<file path="src/rtl/seq_pkg.sv">
// Shared definitions for the serial sequence generator and its detectors:
// one-hot FSM state encoding and the bit-counter width helper.
package seq_pkg;

  typedef enum logic [3:0] {
    ST_IDLE  = 4'b0001,
    ST_SHIFT = 4'b0010,
    ST_PAR   = 4'b0100,
    ST_GAP   = 4'b1000
  } seq_state_e;

  // Bits needed to count down from w-1 to 0 (never less than one bit).
  function automatic int cnt_w(input int w);
    return (w > 1) ? $clog2(w) : 1;
  endfunction

endpackage

</file>
<file path="src/rtl/seq_piso_shreg.sv">
// W-bit parallel-load, left-shift register; the MSB is the serial output.
module seq_piso_shreg #(
  parameter int W = 8
) (
  input  logic         clk,
  input  logic         rst,
  input  logic         load_en,
  input  logic         shift_en,
  input  logic [W-1:0] din,
  output logic         msb
);

  logic [W-1:0] shreg_q;

  // NOTE: sequential state uses non-blocking (<=) so every flop samples pre-edge values.
  always_ff @(posedge clk) begin
    if (rst)           shreg_q <= '0;
    else if (load_en)  shreg_q <= din;
    else if (shift_en) shreg_q <= {shreg_q[W-2:0], 1'b0};
  end

  assign msb = shreg_q[W-1];

endmodule

</file>
<file path="src/rtl/seq_gen_serial.sv">
// Parallel-in, serial-out bit-stream generator, MSB first, valid/ready load side.
// Optional even-parity trailer bit when SEQ_GEN_PARITY_EN is defined.
module seq_gen_serial
  import seq_pkg::*;
#(
  parameter int W   = 8,
  parameter int GAP = 1
) (
  input  logic         clk,
  input  logic         rst,
  input  logic         load_valid,
  output logic         load_ready,
  input  logic [W-1:0] load_data,
  output logic         dout,
  output logic         dout_valid,
  output logic         busy,
  output logic         done,
  output logic [7:0]   word_cnt
);

  localparam int BW = cnt_w(W);
  localparam int GW = (GAP > 1) ? $clog2(GAP + 1) : 1;
`ifdef SEQ_GEN_PARITY_EN
  localparam bit PAR_EN = 1'b1;
`else
  localparam bit PAR_EN = 1'b0;
`endif

  seq_state_e    state_q, state_d;
  logic [BW-1:0] bitcnt_q;
  logic [GW-1:0] gap_q;
  logic          par_q;
  logic          msb;
  logic          accept;

  assign accept = load_valid && load_ready;

  seq_piso_shreg #(.W(W)) u_shreg (
    .clk      (clk),
    .rst      (rst),
    .load_en  (accept),
    .shift_en (state_q == ST_SHIFT),
    .din      (load_data),
    .msb      (msb)
  );

  // NOTE: every always_comb output gets a default first so no path can infer a latch.
  always_comb begin
    state_d    = state_q;
    load_ready = 1'b0;
    done       = 1'b0;
    case (state_q)
      ST_IDLE: begin
        load_ready = 1'b1;
        if (load_valid) state_d = ST_SHIFT;
      end
      ST_SHIFT: begin
        if (bitcnt_q == '0) begin
          if (PAR_EN) begin
            state_d = ST_PAR;
          end else begin
            done = 1'b1;
            if (GAP > 0) begin
              state_d = ST_GAP;
            end else begin
              // Last bit doubles as an accept slot so frames run back to back.
              load_ready = 1'b1;
              state_d    = load_valid ? ST_SHIFT : ST_IDLE;
            end
          end
        end
      end
      ST_PAR: begin
        done = 1'b1;
        if (GAP > 0) begin
          state_d = ST_GAP;
        end else begin
          load_ready = 1'b1;
          state_d    = load_valid ? ST_SHIFT : ST_IDLE;
        end
      end
      ST_GAP: begin
        if (gap_q == '0) state_d = ST_IDLE;
      end
      default: state_d = ST_IDLE;
    endcase
  end

  always_ff @(posedge clk) begin
    if (rst) begin
      state_q  <= ST_IDLE;
      bitcnt_q <= '0;
      gap_q    <= '0;
      par_q    <= 1'b0;
      word_cnt <= '0;
    end else begin
      state_q <= state_d;
      if (accept) begin
        bitcnt_q <= BW'(W - 1);
        par_q    <= ^load_data;
      end else if (state_q == ST_SHIFT && bitcnt_q != '0) begin
        bitcnt_q <= bitcnt_q - 1'b1;
      end
      if (state_d == ST_GAP && state_q != ST_GAP) gap_q <= GW'(GAP - 1);
      else if (state_q == ST_GAP)                 gap_q <= gap_q - 1'b1;
      if (done) word_cnt <= word_cnt + 8'd1;
    end
  end

  assign busy       = (state_q != ST_IDLE);
  assign dout_valid = (state_q == ST_SHIFT) || (state_q == ST_PAR);
  assign dout       = (state_q == ST_SHIFT) ? msb :
                      (state_q == ST_PAR)   ? par_q : 1'b0;

endmodule

</file>
<file path="config.mk">
export PLATFORM = sky130hd
export DESIGN_NAME = seq_gen_serial
export DESIGN_NICKNAME = d
export VERILOG_FILES = /design/src/rtl/seq_pkg.sv /design/src/rtl/seq_piso_shreg.sv /design/src/rtl/seq_gen_serial.sv
export SDC_FILE = /design/constraint.sdc
export NUM_CORES = 1
export LEC_CHECK = 0
export BUFFER_PORTS_ARGS = -buffer_cell sky130_fd_sc_hd__buf_2
export CAP_MARGIN = 10
export CORE_MARGIN = 5
export CORE_UTILIZATION = 57
export DETAILED_ROUTE_END_ITERATION = 8
export PLACE_DENSITY_LB_ADDON = 0.15
export SETUP_SLACK_MARGIN = 0.4
export SLEW_MARGIN = 20
export SYNTH_ARGS = -nofsm -noshare
export SYNTH_HDL_FRONTEND = slang
export SYNTH_HIERARCHICAL = 1
export SYNTH_SLANG_ARGS = --single-unit
</file>
<file path="constraint.sdc">
create_clock -name clk -period 3.2 [get_ports clk]
set_input_delay 0.8 -clock clk [delete_from_list [all_inputs] [get_ports clk]]
set_output_delay 0.8 -clock clk [all_outputs]
set_load 0.01 [all_outputs]
</file>
==> parameters.txt, run 1 <==
Parameter                              Value

Status
  Outcome ... complete, no violations

Clock tree
  CTS sink cnt ... 25
  Worst-case clock buffer depth ... 2
  TritonCTS clock tree ... done
  Clock tree root driver cell ... sky130_fd_sc_hd__clkbuf_4
  Post-CTS clock slew at the launch and capture registers of the worst setup and hold paths ... 0.15 ns
  Number of buffers created by CTS ... 3
  Clock latency reported for the late side of the worst-skew pair ... 0.32 ns
  Count of hold-fix buffers inserted at cts ... 0
  Level count of the clock H-tree ... 1

Cells and area
  Area added between synthesis and finish ... 13.41%
  Non-filler instance count after layout ... around 180
  Share of final-layout standard cells stronger than drive strength 1 ... 22.29%
  Fin nets ... approximately 170
  Final core occ ... 69.75%
  Ant diodes ... 0
  Multi-input logic area ... 671.9 sq um
  Number of filler instances in the final layout ... between 150 and 200
  Footprint of the flip-flops and latches ... roughly 500 sq um

Worst setup path
  Largest fanout on the critical path ... 7
  Data required time at the worst endpoint ... approximately 2.4 ns
  Standard cell with the maximum stage delay on the critical path ... sky130_fd_sc_hd__dfxtp_1
  Worst flop-to-flop path startpoint ... state_q[1]
  Worst-path cell chain ... inv_1 > ha_1 > and4bb_2 > o21ai_2 > inv_1 > buf_2
  Data arrival, critical path ... 1.75 ns
  Most frequent cell on the critical path ... sky130_fd_sc_hd__inv_1
  Worst Setup End Kind ... output pin
  Nature of the critical path startpoint ... flop
  Origin of the worst setup path ... bitcnt_q[1]
  Worst setup path category ... flop to output pin
  Highest cell delay on the worst timing path ... 0.36 ns

Power
  Sequential Power Share ... 60.0%
  Switching power ... 0.1487 mW
  Leakage ... roughly 0.56 nW
  Power density over the cells ... 399.9 nW/um^2
  Switching share of power ... 26.63%
  Internal power ... slightly above 0.4 mW
  Peak supply drop ... ~0.00030 V
  Logic gate share of total power ... about 14%
  Proportion of power drawn by the clock network ... 26.1%

Drt
  Wire length on met1 ... 1.033 mm
  Number of violations reported at the end of detailed-routing iteration 0 ... 20
  Met2 WL ... ~1.2 mm
  Number of antenna-violating nets in the routed design ... 0
  Count of vias placed by the detailed router ... 986
  DRC errors left ... 0
  Routed Wire Length ... 2.322 mm
  Wire length per cell after detailed routing ... 12.62 um
  Met3 wire length ... 110 um
  Drt first pass iters ... 4
  Top sig layer ... met4
  Via-per-instance ratio ... 5.359

GRT
  Global-route wire length before repair ... 4.133 mm
  Global route overflow ... 0
  Largest net degree at the start of global routing ... 24
  Number of global-route vias before repair ... 1003
  Initial antenna violation count ... 0
  All-Layer GR Usage ... 15.82%

STA
  Setup repair after global routing missed its margin ... no
  FMAX ... just under 0.4 GHz
  Slew Limit Fails ... 0
  Summed negative setup slack over all endpoints ... 0 ns
  Portion of the clock cycle consumed by the worst path in the final layout ... between 70% and 80%
  Fin crit period ... approximately 2.5 ns
  Final-report hold violation count ... 0
  Final clock skew ... around 0.010 ns
  Number of setup violations in the final report ... 0

Logic synthesis
  Register area share after synthesis ... 40.65%
  Cell area after synthesis ... 1231 sq um
  Synthesized area per cell ... 9.327 sq um
  Syn nets ... roughly 150
  Number of distinct standard cells referenced by the synthesized netlist ... 35
  Mapped Cells ... between 100 and 150
  Number of warning messages in the yosys log ... 6
  #FFs+latches synth ... 25

Placed design
  Half-perimeter wire length of the detailed placement result ... 1.721 mm
  RD Place Congestion ... 0.7306
  Buffers added on ports ... 23
  Number of cells in the design after placement ... 180

Job
  Number of max-cap violations ... 0

Die
  Floorplan die area ... around 3200 sq um
  Num rows ... 16
  Effective utilization at floorplan ... 61.50%
  Core area ... 2002 sq um
  Num ports ... 24
  Die W ... 56.48 um
  Vertical die dimension ... 56.48 um

Hold path
  Worst hold-check path type ... flop to flop
  Origin of the worst min-delay path ... gap_q
[final timing paths]
kind | cells past startpoint | slack, ns | to
setup reg to reg | 5 | 1.33 | u_shreg/shreg_q[3]
setup / recovery | 6 | 0.65 | done
hold reg to reg | 2 | 0.48 | state_q[3]
hold / removal | 2 | 0.48 | state_q[3]
[critical path, delay by kind of cell, from the launching register on]
family / cells / cell delay (ns)
adders and majority gates: 1 / 0.19
buffers and inverters: 3 / 0.27
DFF: 1 / 0.36
and+or+nand+nor: 1 / 0.27
AOI/OAI and AO/OA: 1 / 0.33
[cell usage after synthesis]
master,number,area share (%)
sky130_fd_sc_hd__xnor2_1,8,5.7
sky130_fd_sc_hd__nor2b_1,8,4.1
sky130_fd_sc_hd__and3_1,1,0.51
sky130_fd_sc_hd__or3b_1,1,0.71
sky130_fd_sc_hd__nor4b_1,1,0.71
sky130_fd_sc_hd__o2111ai_2,1,1.2
sky130_fd_sc_hd__mux2i_1,9,7.3
sky130_fd_sc_hd__clkdlybuf4s18_2,1,0.81
sky130_fd_sc_hd__o21ai_0,3,1.2
sky130_fd_sc_hd__and2b_1,1,0.61
sky130_fd_sc_hd__nand2b_1,1,0.51
sky130_fd_sc_hd__o311ai_0,1,0.71
sky130_fd_sc_hd__or4b_2,1,0.81
sky130_fd_sc_hd__inv_1,10,3.0
sky130_fd_sc_hd__a211oi_1,7,4.3
sky130_fd_sc_hd__nand2_1,7,2.1
sky130_fd_sc_hd__a21oi_1,11,4.5
sky130_fd_sc_hd__and4bb_2,1,1.0
sky130_fd_sc_hd__or3_1,1,0.51
sky130_fd_sc_hd__o211ai_1,2,1.2
sky130_fd_sc_hd__o21ai_1,1,0.41
sky130_fd_sc_hd__o31ai_1,3,1.8
sky130_fd_sc_hd__xor2_1,4,2.8
sky130_fd_sc_hd__a31oi_1,1,0.51
sky130_fd_sc_hd__nor4b_2,1,1.2
sky130_fd_sc_hd__nor2_1,6,1.8
sky130_fd_sc_hd__nand3_1,3,1.2
sky130_fd_sc_hd__ha_1,3,3.0
sky130_fd_sc_hd__or2_2,2,1.0
sky130_fd_sc_hd__or4_1,3,1.8
sky130_fd_sc_hd__buf_6,1,0.91
sky130_fd_sc_hd__conb_1,1,0.30
sky130_fd_sc_hd__dfxtp_1,25,41
sky130_fd_sc_hd__clkbuf_1,1,0.30
sky130_fd_sc_hd__nand4_1,1,0.51
[per-stage QoR]
step | setup slack (ns) | hold WS [ns] | cell area, sq um | power (mW)
2_1_floorplan | 1.118 | 0.4388 | 1231 | 0.3957
6_report | 0.6519 | 0.4817 | 1396 | 0.5585
3_3_place_gp | 0.9645 | 0.4581 | 1363 | 0.4157
3_5_place_dp | 0.8847 | 0.4617 | 1363 | 0.4192
5_1_grt | 0.5321 | 0.5205 | 1396 | 0.5864
4_1_cts | 0.4726 | 0.4828 | 1393 | 0.5650
[per-layer routing]
layer	vias up	track usage, %
met5	-	0
met4	0	6.441
met3	4	2.982
met2	19	27.56
met1	448	18.80
li1	515	-
[area by class of cell]
cell class / count / share of cell area, %
clock buffer: 3 / 1.613
clock inverter: 1 / 0.5376
inverter: 10 / 2.688
multi-input combinational: 94 / 48.12
sequential: 25 / 35.84
tap: 27 / 2.419
timing repair buffer: 24 / 8.781
[cell families after synthesis]
family                     Yosys count  synth area share, %
xor gates and xnor gates            12                8.537
AOI/OAI and AO/OA                   30                15.85
adders and majority gates            3                3.049
muxes                                9                7.317
buffers and inverters               13                5.081
other                                1               0.3046
DFF                                 25                40.65
and+or+nand+nor                     39                19.21
[state kept, by name, indices dropped and copies added (netlist names)]
name / count
u_shreg/shreg_q: 8
gap_q: 1
word_cnt: 8
state_q: 4
bitcnt_q: 3
par_q: 1
[timing repair]
item / 4_1_cts / 5_1_grt
setup buffers: 0 / 0
setup endpoints to repair: 0 / 1
gates resized for setup: 0 / 1
[placed cells by master, fill, tap and decap left out, types with 3 or more instances in the layout]
master                     instances
sky130_fd_sc_hd__nor2_1            6
sky130_fd_sc_hd__o21ai_0           3
sky130_fd_sc_hd__dfxtp_1          25
sky130_fd_sc_hd__clkbuf_4          3
sky130_fd_sc_hd__nand2_1           7
sky130_fd_sc_hd__a211oi_1          7
sky130_fd_sc_hd__ha_1              3
sky130_fd_sc_hd__o31ai_1           3
sky130_fd_sc_hd__a21oi_1          11
sky130_fd_sc_hd__buf_2            23
sky130_fd_sc_hd__mux2i_1           9
sky130_fd_sc_hd__nor2b_1           8
sky130_fd_sc_hd__xnor2_1           8
sky130_fd_sc_hd__or4_1             3
sky130_fd_sc_hd__nand3_1           3
sky130_fd_sc_hd__inv_1            10
sky130_fd_sc_hd__xor2_1            4
[power groups by stage]
stage	Clock (mW)	Combinational, mW	Sequential, mW
after floorplan	0	0.0556	0.340
after global placement	0	0.0742	0.342
after detailed placement	0	0.0769	0.342
after CTS	0.152	0.0778	0.335
after global routing	0.161	0.0872	0.338
final	0.146	0.0771	0.335
(Power assumes the default switching activity.)
==> run 2: changes to the inputs <==
ABC_AREA = 1   (was not set)
CORE_UTILIZATION = 55   (was 57)
clock period = 2.4 ns   (was 3.2 ns; I/O delays follow)
==> run 2 against run 1 <==
First-iteration DRC count grew to 4.0 times the previous value. Sequential share of layout area shrank 6.7 points. Power grew 42%. Synthesized cell count grew 80%. Core utilization shrank 5.3 points. Via count grew 47%. Setup slack lost 0.24 ns. Critical endpoint is now dout. Critical path depth shrank 1. Die area grew 21%.
==> parameters.txt, run 2 <==
Parameter                              Value

Logic synthesis
  Cell area after synthesis ... 1496 sq um (+22%)
  Number of warning messages in the yosys log ... 6 (unchanged)
  Cell type with the largest total area after synthesis ... sky130_fd_sc_hd__dfxtp_1
  Synthesized area per cell ... 6.288 sq um (-33%)
  Cell types occupying the most area after synthesis ... sky130_fd_sc_hd__dfxtp_1 33%, sky130_fd_sc_hd__nand2_1 23%, sky130_fd_sc_hd__inv_1 9.8%
  Yosys top cell area share ... 33.44% (-7.2 points)
  Number of distinct standard cells referenced by the synthesized netlist ... 26 (-26%)
  Register area share after synthesis ... 33.44% (-7.2 points)
  Leading cell type by number of instances after synthesis ... sky130_fd_sc_hd__nand2_1
  Dominant synthesized flop cell ... sky130_fd_sc_hd__dfxtp_1
  Most common library cells after synthesis ... 92 x sky130_fd_sc_hd__nand2_1, 39 x sky130_fd_sc_hd__inv_1, 26 x sky130_fd_sc_hd__nand3_1
  Share of synthesized flip-flops with an asynchronous set or reset ... 0% (unchanged)
  Syn nets ... 252 (+73%)
  Mapped Cells ... 238 (+80%)
  Count of flip-flops with a built-in enable after synthesis ... 0 (unchanged)
  #FFs+latches synth ... 25 (unchanged)

STA
  Fin crit period ... 1.985 ns
  Final clock skew ... 0.001285 ns (-0.009095 ns)
  FMAX ... a little over 0.5 GHz
  Final-layout worst hold slack ... 0.4746 ns (-0.007106 ns)
  Summed negative setup slack over all endpoints ... 0 ns (unchanged)
  Slew Limit Fails ... 0 (unchanged)
  Portion of the clock cycle consumed by the worst path in the final layout ... 82.72%
  Setup repair after global routing missed its margin ... yes
  Final-report hold violation count ... 0 (unchanged)
  Number of setup violations in the final report ... 0 (unchanged)

Placed design
  Half-perimeter wire length of the detailed placement result ... 2.320 mm (+35%)
  Buffers added on ports ... 23 (unchanged)
  RD Place Congestion ... 0.8433 (+15%)

Cells and area
  Final core occ ... 64.42% (-5.3 points)
  Fin nets ... 285 (+66%)
  Area added between synthesis and finish ... 15.64%
  Most frequent standard cell in the layout excluding fill and tap cells ... sky130_fd_sc_hd__nand2_1
  Registers with the most flip-flops ... u_shreg/shreg_q x8, word_cnt x8, state_q x4
  Most frequent cells in the layout ... 92 x sky130_fd_sc_hd__nand2_1, 39 x sky130_fd_sc_hd__inv_1, 25 x sky130_fd_sc_hd__nand3_1, 23 x sky130_fd_sc_hd__buf_2, 22 x sky130_fd_sc_hd__dfxtp_1
  Share of final-layout standard cells stronger than drive strength 1 ... 18.15% (-4.1 points)
  Ant diodes ... 0 (unchanged)

Die
  Effective utilization at floorplan ... 55.71% (-5.8 points)
  Num ports ... 24 (unchanged)
  Num rows ... 19 (+3)
  Floorplan die area ... 3864 sq um (+21%)
  Core area ... 2686 sq um (+34%)
  Vertical die dimension ... 62.16 um (+10%)
  Die W ... 62.16 um (+10%)

Worst setup path
  Data required time at the worst endpoint ... 1.80 ns (-0.60 ns)
  Worst flop-to-flop path startpoint ... state_q[2]
  Worst setup path category ... flop to output pin
  Largest fanout on the critical path ... 9 (+2)
  Endpoint of the lowest-slack register-to-register path ... u_shreg/shreg_q[1]
  Data arrival, critical path ... 1.39 ns (-0.36 ns)
  Nature of the critical path startpoint ... flop
  Reg-to-reg setup timing slack ... 0.87 ns (-0.46 ns)
  Destination of the critical timing path ... dout
  Origin of the worst setup path ... state_q[2]
  Count of cells along the worst register-to-register path ... 8 (+3)
  Worst Setup End Kind ... output pin

Clock tree
  TritonCTS clock tree ... done
  Number of buffers created by CTS ... 3 (unchanged)
  Post-CTS clock slew at the launch and capture registers of the worst setup and hold paths ... 0.13 ns (-0.02 ns)
  Worst-case clock buffer depth ... 2 (unchanged)
  Level count of the clock H-tree ... 1 (unchanged)
  Clock latency reported for the late side of the worst-skew pair ... 0.30 ns (-0.02 ns)
  Count of hold-fix buffers inserted at cts ... 0 (unchanged)
  Clock tree root driver cell ... sky130_fd_sc_hd__clkbuf_4
  CTS sink cnt ... 25 (unchanged)

Drt
  Number of violations reported at the end of detailed-routing iteration 0 ... 80 (+300%)
  Drt first pass iters ... 4 (unchanged)
  Number of antenna-violating nets in the routed design ... 0 (unchanged)
  Wire length per cell after detailed routing ... 10.35 um (-18%)
  Routed Wire Length ... 3.114 mm (+34%)
  Count of vias placed by the detailed router ... 1450 (+47%)
  DRC errors left ... 0 (unchanged)
  Via-per-instance ratio ... 4.817 (-10%)

Power
  Leakage ... 0.9532 nW (+71%)
  Power density over the cells ... 457.8 nW/um^2 (+14%)
  Peak supply drop ... 0.0003932 V (+31%)

GRT
  All-Layer GR Usage ... 16.40% (+0.58 points)
  Number of global-route vias before repair ... 1258 (+25%)
  Initial antenna violation count ... 0 (unchanged)
  Global-route wire length before repair ... 5.437 mm (+32%)
  Largest net degree at the start of global routing ... 16 (-33%)
  Global route overflow ... 0 (unchanged)

Hold path
  Worst hold-check path type ... flop to flop

Job
  Number of max-cap violations ... 0 (unchanged)

Status
  Outcome ... complete, no violations
-- run 2: repair_timing --
action	4_1_cts	5_1_grt
setup endpoints to repair	2	2
buffers inserted	1	6
pin swaps	1	4
resized for setup	1	7
-- run 2: metal layers --
layer / track usage [%] / part of all wire, % / wire [um]
met1: 23.15 / 51 / 1581
met2: 25.39 / 45 / 1414
met3: 3.423 / 3.1 / 97
met4: 3.794 / 0.67 / 21
met5: 0 / 0 / 0
-- run 2: power by group --
group / internal, mW / total (mW) / switching [mW]
logic: 0.0628 / 0.160 / 0.0970
clock network: 0.0648 / 0.185 / 0.120
registers: 0.434 / 0.448 / 0.0136
total: 0.562 / 0.792 / 0.230
-- run 2: layout make-up --
cell class / instances / area [sq um]
fillers: 252 / 955.9
clock buffers: 4 / 26.28
multi-input cells: 169 / 828.3
repair buffers: 32 / 182.7
inverters: 40 / 150.1
well taps: 31 / 38.79
flip-flops and latches: 25 / 504.2
-- run 2: cells by family (layout without fill, tap and decap cells) --
family,count (synthesis),count (layout),share of synthesized area (%)
buffers and inverters,44,76,12.54
AND/OR/NAND/NOR,141,141,42.56
XOR/XNOR,2,2,1.171
flip-flops,25,25,33.44
other,1,1,0.2506
adder cells (fa/ha/maj),3,3,2.509
AO/OA/AOI/OAI,22,22,7.525
-- run 2: per-stage QoR --
| stage | worst slack [ns] | instances | area, sq um | power (mW) |
|---|---|---|---|---|
| after detailed placement | 0.6648 | 290 | 1628 | 0.6014 |
| after CTS | 0.3416 | 295 | 1664 | 0.7869 |
| after floorplan | 0.8319 | 238 | 1496 | 0.5627 |
| final | 0.4147 | 301 | 1730 | 0.7921 |
| after global routing | 0.3494 | 301 | 1730 | 0.8472 |
| after global placement | 0.6776 | 290 | 1628 | 0.5982 |
-- run 2: critical path, stage by stage (launching register included) --
cell                      delay, ns
sky130_fd_sc_hd__dfxtp_2       0.38
sky130_fd_sc_hd__inv_1         0.07
sky130_fd_sc_hd__nor2_1        0.12
sky130_fd_sc_hd__nand2_2       0.16
sky130_fd_sc_hd__o21ai_1       0.19
sky130_fd_sc_hd__buf_2         0.16
-- run 2: worst min path at each step --
stage                  startpoint            endpoint  slack [ns]  cells after the start
6_report       u_shreg/shreg_q[0]  u_shreg/shreg_q[0]        0.47                      2
2_1_floorplan  u_shreg/shreg_q[0]  u_shreg/shreg_q[0]        0.43                      2
3_3_place_gp   u_shreg/shreg_q[0]  u_shreg/shreg_q[0]        0.45                      2
5_1_grt        u_shreg/shreg_q[0]  u_shreg/shreg_q[0]        0.48                      2
4_1_cts        u_shreg/shreg_q[0]  u_shreg/shreg_q[0]        0.48                      2
3_5_place_dp   u_shreg/shreg_q[0]  u_shreg/shreg_q[0]        0.46                      2
==> run 3: changes to the inputs <==
ABC_AREA = 0   (was 1)
CORE_UTILIZATION = 48   (was 55)
clock period = 1.8 ns   (was 2.4 ns; I/O delays follow)
==> run 3 against run 2 <==
The run now ends with setup timing left. Sequential share of layout area is 1.5 points lower. Setup slack worse by 0.56 ns. Critical path depth unchanged. Clock power up 36%. Die area fell by 4.8%. First-iteration DRC count down 43%. Design area is 8.8% higher. Clock skew grew 0.013 ns. Critical endpoint is now busy.
==> parameters.txt, run 3 (same netlist as run 1, synthesis figures left out) <==
Parameter                              Value

Status
  Outcome ... finished with violations
  Failing checks ... setup timing

Cells and area
  Most frequent cells in the layout ... 22 x sky130_fd_sc_hd__buf_2, 15 x sky130_fd_sc_hd__dfxtp_1, 11 x sky130_fd_sc_hd__buf_4, 10 x sky130_fd_sc_hd__buf_6, 8 x sky130_fd_sc_hd__mux2i_1
  Share of final-layout standard cells stronger than drive strength 1 ... 56.42% (+38 points)
  Non-filler instance count after layout ... 209 (-31%)
  Fin nets ... 194 (-32%)
  Ant diodes ... 0 (unchanged)
  Registers with the most flip-flops ... u_shreg/shreg_q x8, word_cnt x8, state_q x4
  Most frequent standard cell in the layout excluding fill and tap cells ... sky130_fd_sc_hd__buf_2
  Area added between synthesis and finish ... 52.95%
  Final core occ ... 76.71% (+12 points)

Clock tree
  Worst-case clock buffer depth ... 2 (unchanged)
  Clock latency reported for the late side of the worst-skew pair ... 0.32 ns (+0.02 ns)
  Clock tree root driver cell ... sky130_fd_sc_hd__clkbuf_4
  CTS sink cnt ... 25 (unchanged)
  TritonCTS clock tree ... done
  Post-CTS clock slew at the launch and capture registers of the worst setup and hold paths ... 0.14 ns (about the same)
  Number of buffers created by CTS ... 3 (unchanged)
  Level count of the clock H-tree ... 1 (unchanged)
  Count of hold-fix buffers inserted at cts ... 0 (unchanged)

Worst setup path
  Count of cells along the worst register-to-register path ... 7 (-1)
  Worst flop-to-flop path startpoint ... bitcnt_q[0]
  Worst Setup End Kind ... output pin
  Standard cell with the maximum stage delay on the critical path ... sky130_fd_sc_hd__dfxtp_4
  Data arrival, critical path ... 1.49 ns (+0.10 ns)
  Delay-heaviest family, CP ... buffers and inverters
  Endpoint of the lowest-slack register-to-register path ... word_cnt[7]
  Nature of the critical path startpoint ... flop
  Data required time at the worst endpoint ... 1.35 ns (-0.45 ns)
  Origin of the worst setup path ... state_q[3]
  Highest cell delay on the worst timing path ... 0.39 ns (about the same)
  Worst-path cell chain ... buf_4 > buf_6 > nor4b_4 > inv_1 > buf_2
  Worst path bufs/invs ... 4 (+2)
  Largest fanout on the critical path ... 4 (-5)
  Reg-to-reg setup timing slack ... 0.06 ns (-0.81 ns)
  Worst setup path category ... flop to output pin

Die
  Die W ... 60.65 um (-2.4%)
  Effective utilization at floorplan ... 50.15% (-5.6 points)
  Core area ... 2455 sq um (-8.6%)
  Num ports ... 24 (unchanged)
  Vertical die dimension ... 60.65 um (-2.4%)
  Floorplan die area ... 3678 sq um (-4.8%)
  Num rows ... 18 (-1)

GRT
  Largest net degree at the start of global routing ... 17 (+1)
  Number of global-route vias before repair ... 1143 (-9.1%)
  Global-route wire length before repair ... 5.250 mm (-3.4%)
  All-Layer GR Usage ... 19.23% (+2.8 points)
  Initial antenna violation count ... 0 (unchanged)
  Global route overflow ... 0 (unchanged)

Drt
  DRC errors left ... 0 (unchanged)
  Number of violations reported at the end of detailed-routing iteration 0 ... 46 (-43%)
  Via-per-instance ratio ... 5.478 (+14%)
  Drt first pass iters ... 4 (unchanged)
  Number of antenna-violating nets in the routed design ... 0 (unchanged)
  Count of vias placed by the detailed router ... 1145 (-21%)
  Routed Wire Length ... 3.369 mm (+8.2%)
  Wire length per cell after detailed routing ... 16.12 um (+56%)

Power
  Sequential Power Share ... 54.9% (-1.6 points)
  Logic gate share of total power ... 22.1% (+1.9 points)
  Switching power ... 0.3074 mW (+33%)
  Internal power ... 0.7869 mW (+40%)
  Leakage ... 0.7190 nW (-25%)
  Power density over the cells ... 581.1 nW/um^2 (+27%)
  Peak supply drop ... 0.0005379 V (+37%)
  Switching share of power ... 28.09% (-0.99 points)
  Proportion of power drawn by the clock network ... 23.0% (-0.3 points)

Placed design
  RD Place Congestion ... 0.6943 (-18%)
  Number of cells in the design after placement ... 185 (-36%)
  Worst-case setup slack after placement ... 0.1137 ns (-0.5511 ns)
  Half-perimeter wire length of the detailed placement result ... 1.912 mm (-18%)
  Buffers added on ports ... 23 (unchanged)

Hold path
  Worst hold-check path type ... input port to flop
  Origin of the worst min-delay path ... load_data[0]
  Hold endpoint ... u_shreg/shreg_q[0]
  Hold Path Stages ... 3 (+1)

STA
  Final-report hold violation count ... 0 (unchanged)
  Worst-case setup margin in the final layout ... -0.1433 ns (-0.5580 ns)
  Number of setup violations in the final report ... 5 (+5)
  Final clock skew ... 0.01450 ns (+0.01321 ns)
  Portion of the clock cycle consumed by the worst path in the final layout ... 108.0%
  Setup repair after global routing missed its margin ... yes
  Fin crit period ... 1.943 ns
  Slew Limit Fails ... 0 (unchanged)
  FMAX ... ~0.51 GHz

Job
  Number of max-cap violations ... 0 (unchanged)
run 3: cell types whose count changed in the layout (fill, tap and decap cells not counted), sizes merged, moves of 6 or more:
| cell | delta |
|---|---|
| nand2 | -87 |
| inv | -32 |
| nand3 | -23 |
| buf | +14 |
| mux2i | +9 |
| nor2b | +8 |
| xnor2 | +7 |
| a211oi | +6 |
| nand4 | -6 |
| nor2 | -6 |
run 3: power groups by stage:
stage	registers [mW]	clock network, mW	logic [mW]
after global placement	0.613	0	0.149
final	0.601	0.251	0.242
after CTS	0.599	0.256	0.209
after floorplan	0.609	0	0.110
after global routing	0.604	0.282	0.261
after detailed placement	0.615	0	0.153
run 3: area by class of cell:
class,count,area (sq um)
inverter,10,46.29
fill,163,571.8
tap,30,37.54
timing repair buffer,46,362.8
sequential,25,520.5
multi-input combinational,94,889.6
clock buffer,4,26.28
run 3: stage by stage:
| step | instance area, sq um | hold WS, ns | TNS (ns) | power, mW |
|---|---|---|---|---|
| after floorplan | 1303 | 0.4314 | 0 | 0.7196 |
| after global placement | 1453 | 0.4595 | 0 | 0.7621 |
| after detailed placement | 1453 | 0.4655 | 0 | 0.7675 |
| after CTS | 1769 | 0.3996 | -0.2108 | 1.063 |
| after global routing | 1883 | 0.4152 | -0.8618 | 1.147 |
| final | 1883 | 0.4171 | -0.4898 | 1.094 |
run 3: layer usage:
layer / part of all wire, % / track usage (%) / routed length (um) / vias to the layer above
met1: 41 / 22.60 / 1394 / 550
met4: 1.7 / 6.811 / 56 / 0
met5: 0 / 0 / 0 / -
met2: 54 / 34.96 / 1806 / 24
li1: - / - / - / 563
met3: 3.3 / 3.191 / 111 / 8
run 3: what timing repair did:
action,CTS,global route
setup endpoints to repair,25,31
gates resized for setup,44,21
setup buffers,15,4
pin swaps,13,10
cloned,1,0
run 3: how the worst max path moves through the flow:
stage,end,slack [ns],depth (start not counted)
4_1_cts,dout,-0.10,4
2_1_floorplan,word_cnt[5],0.28,6
5_1_grt,dout,-0.20,4
3_5_place_dp,dout_valid,0.11,4
6_report,busy,-0.14,5
3_3_place_gp,dout_valid,0.14,4
run 3: worst min-delay path: stages:
cell,delay [ns]
sky130_fd_sc_hd__buf_2,0.11
sky130_fd_sc_hd__nand2_1,0.08
sky130_fd_sc_hd__a21oi_2,0.05
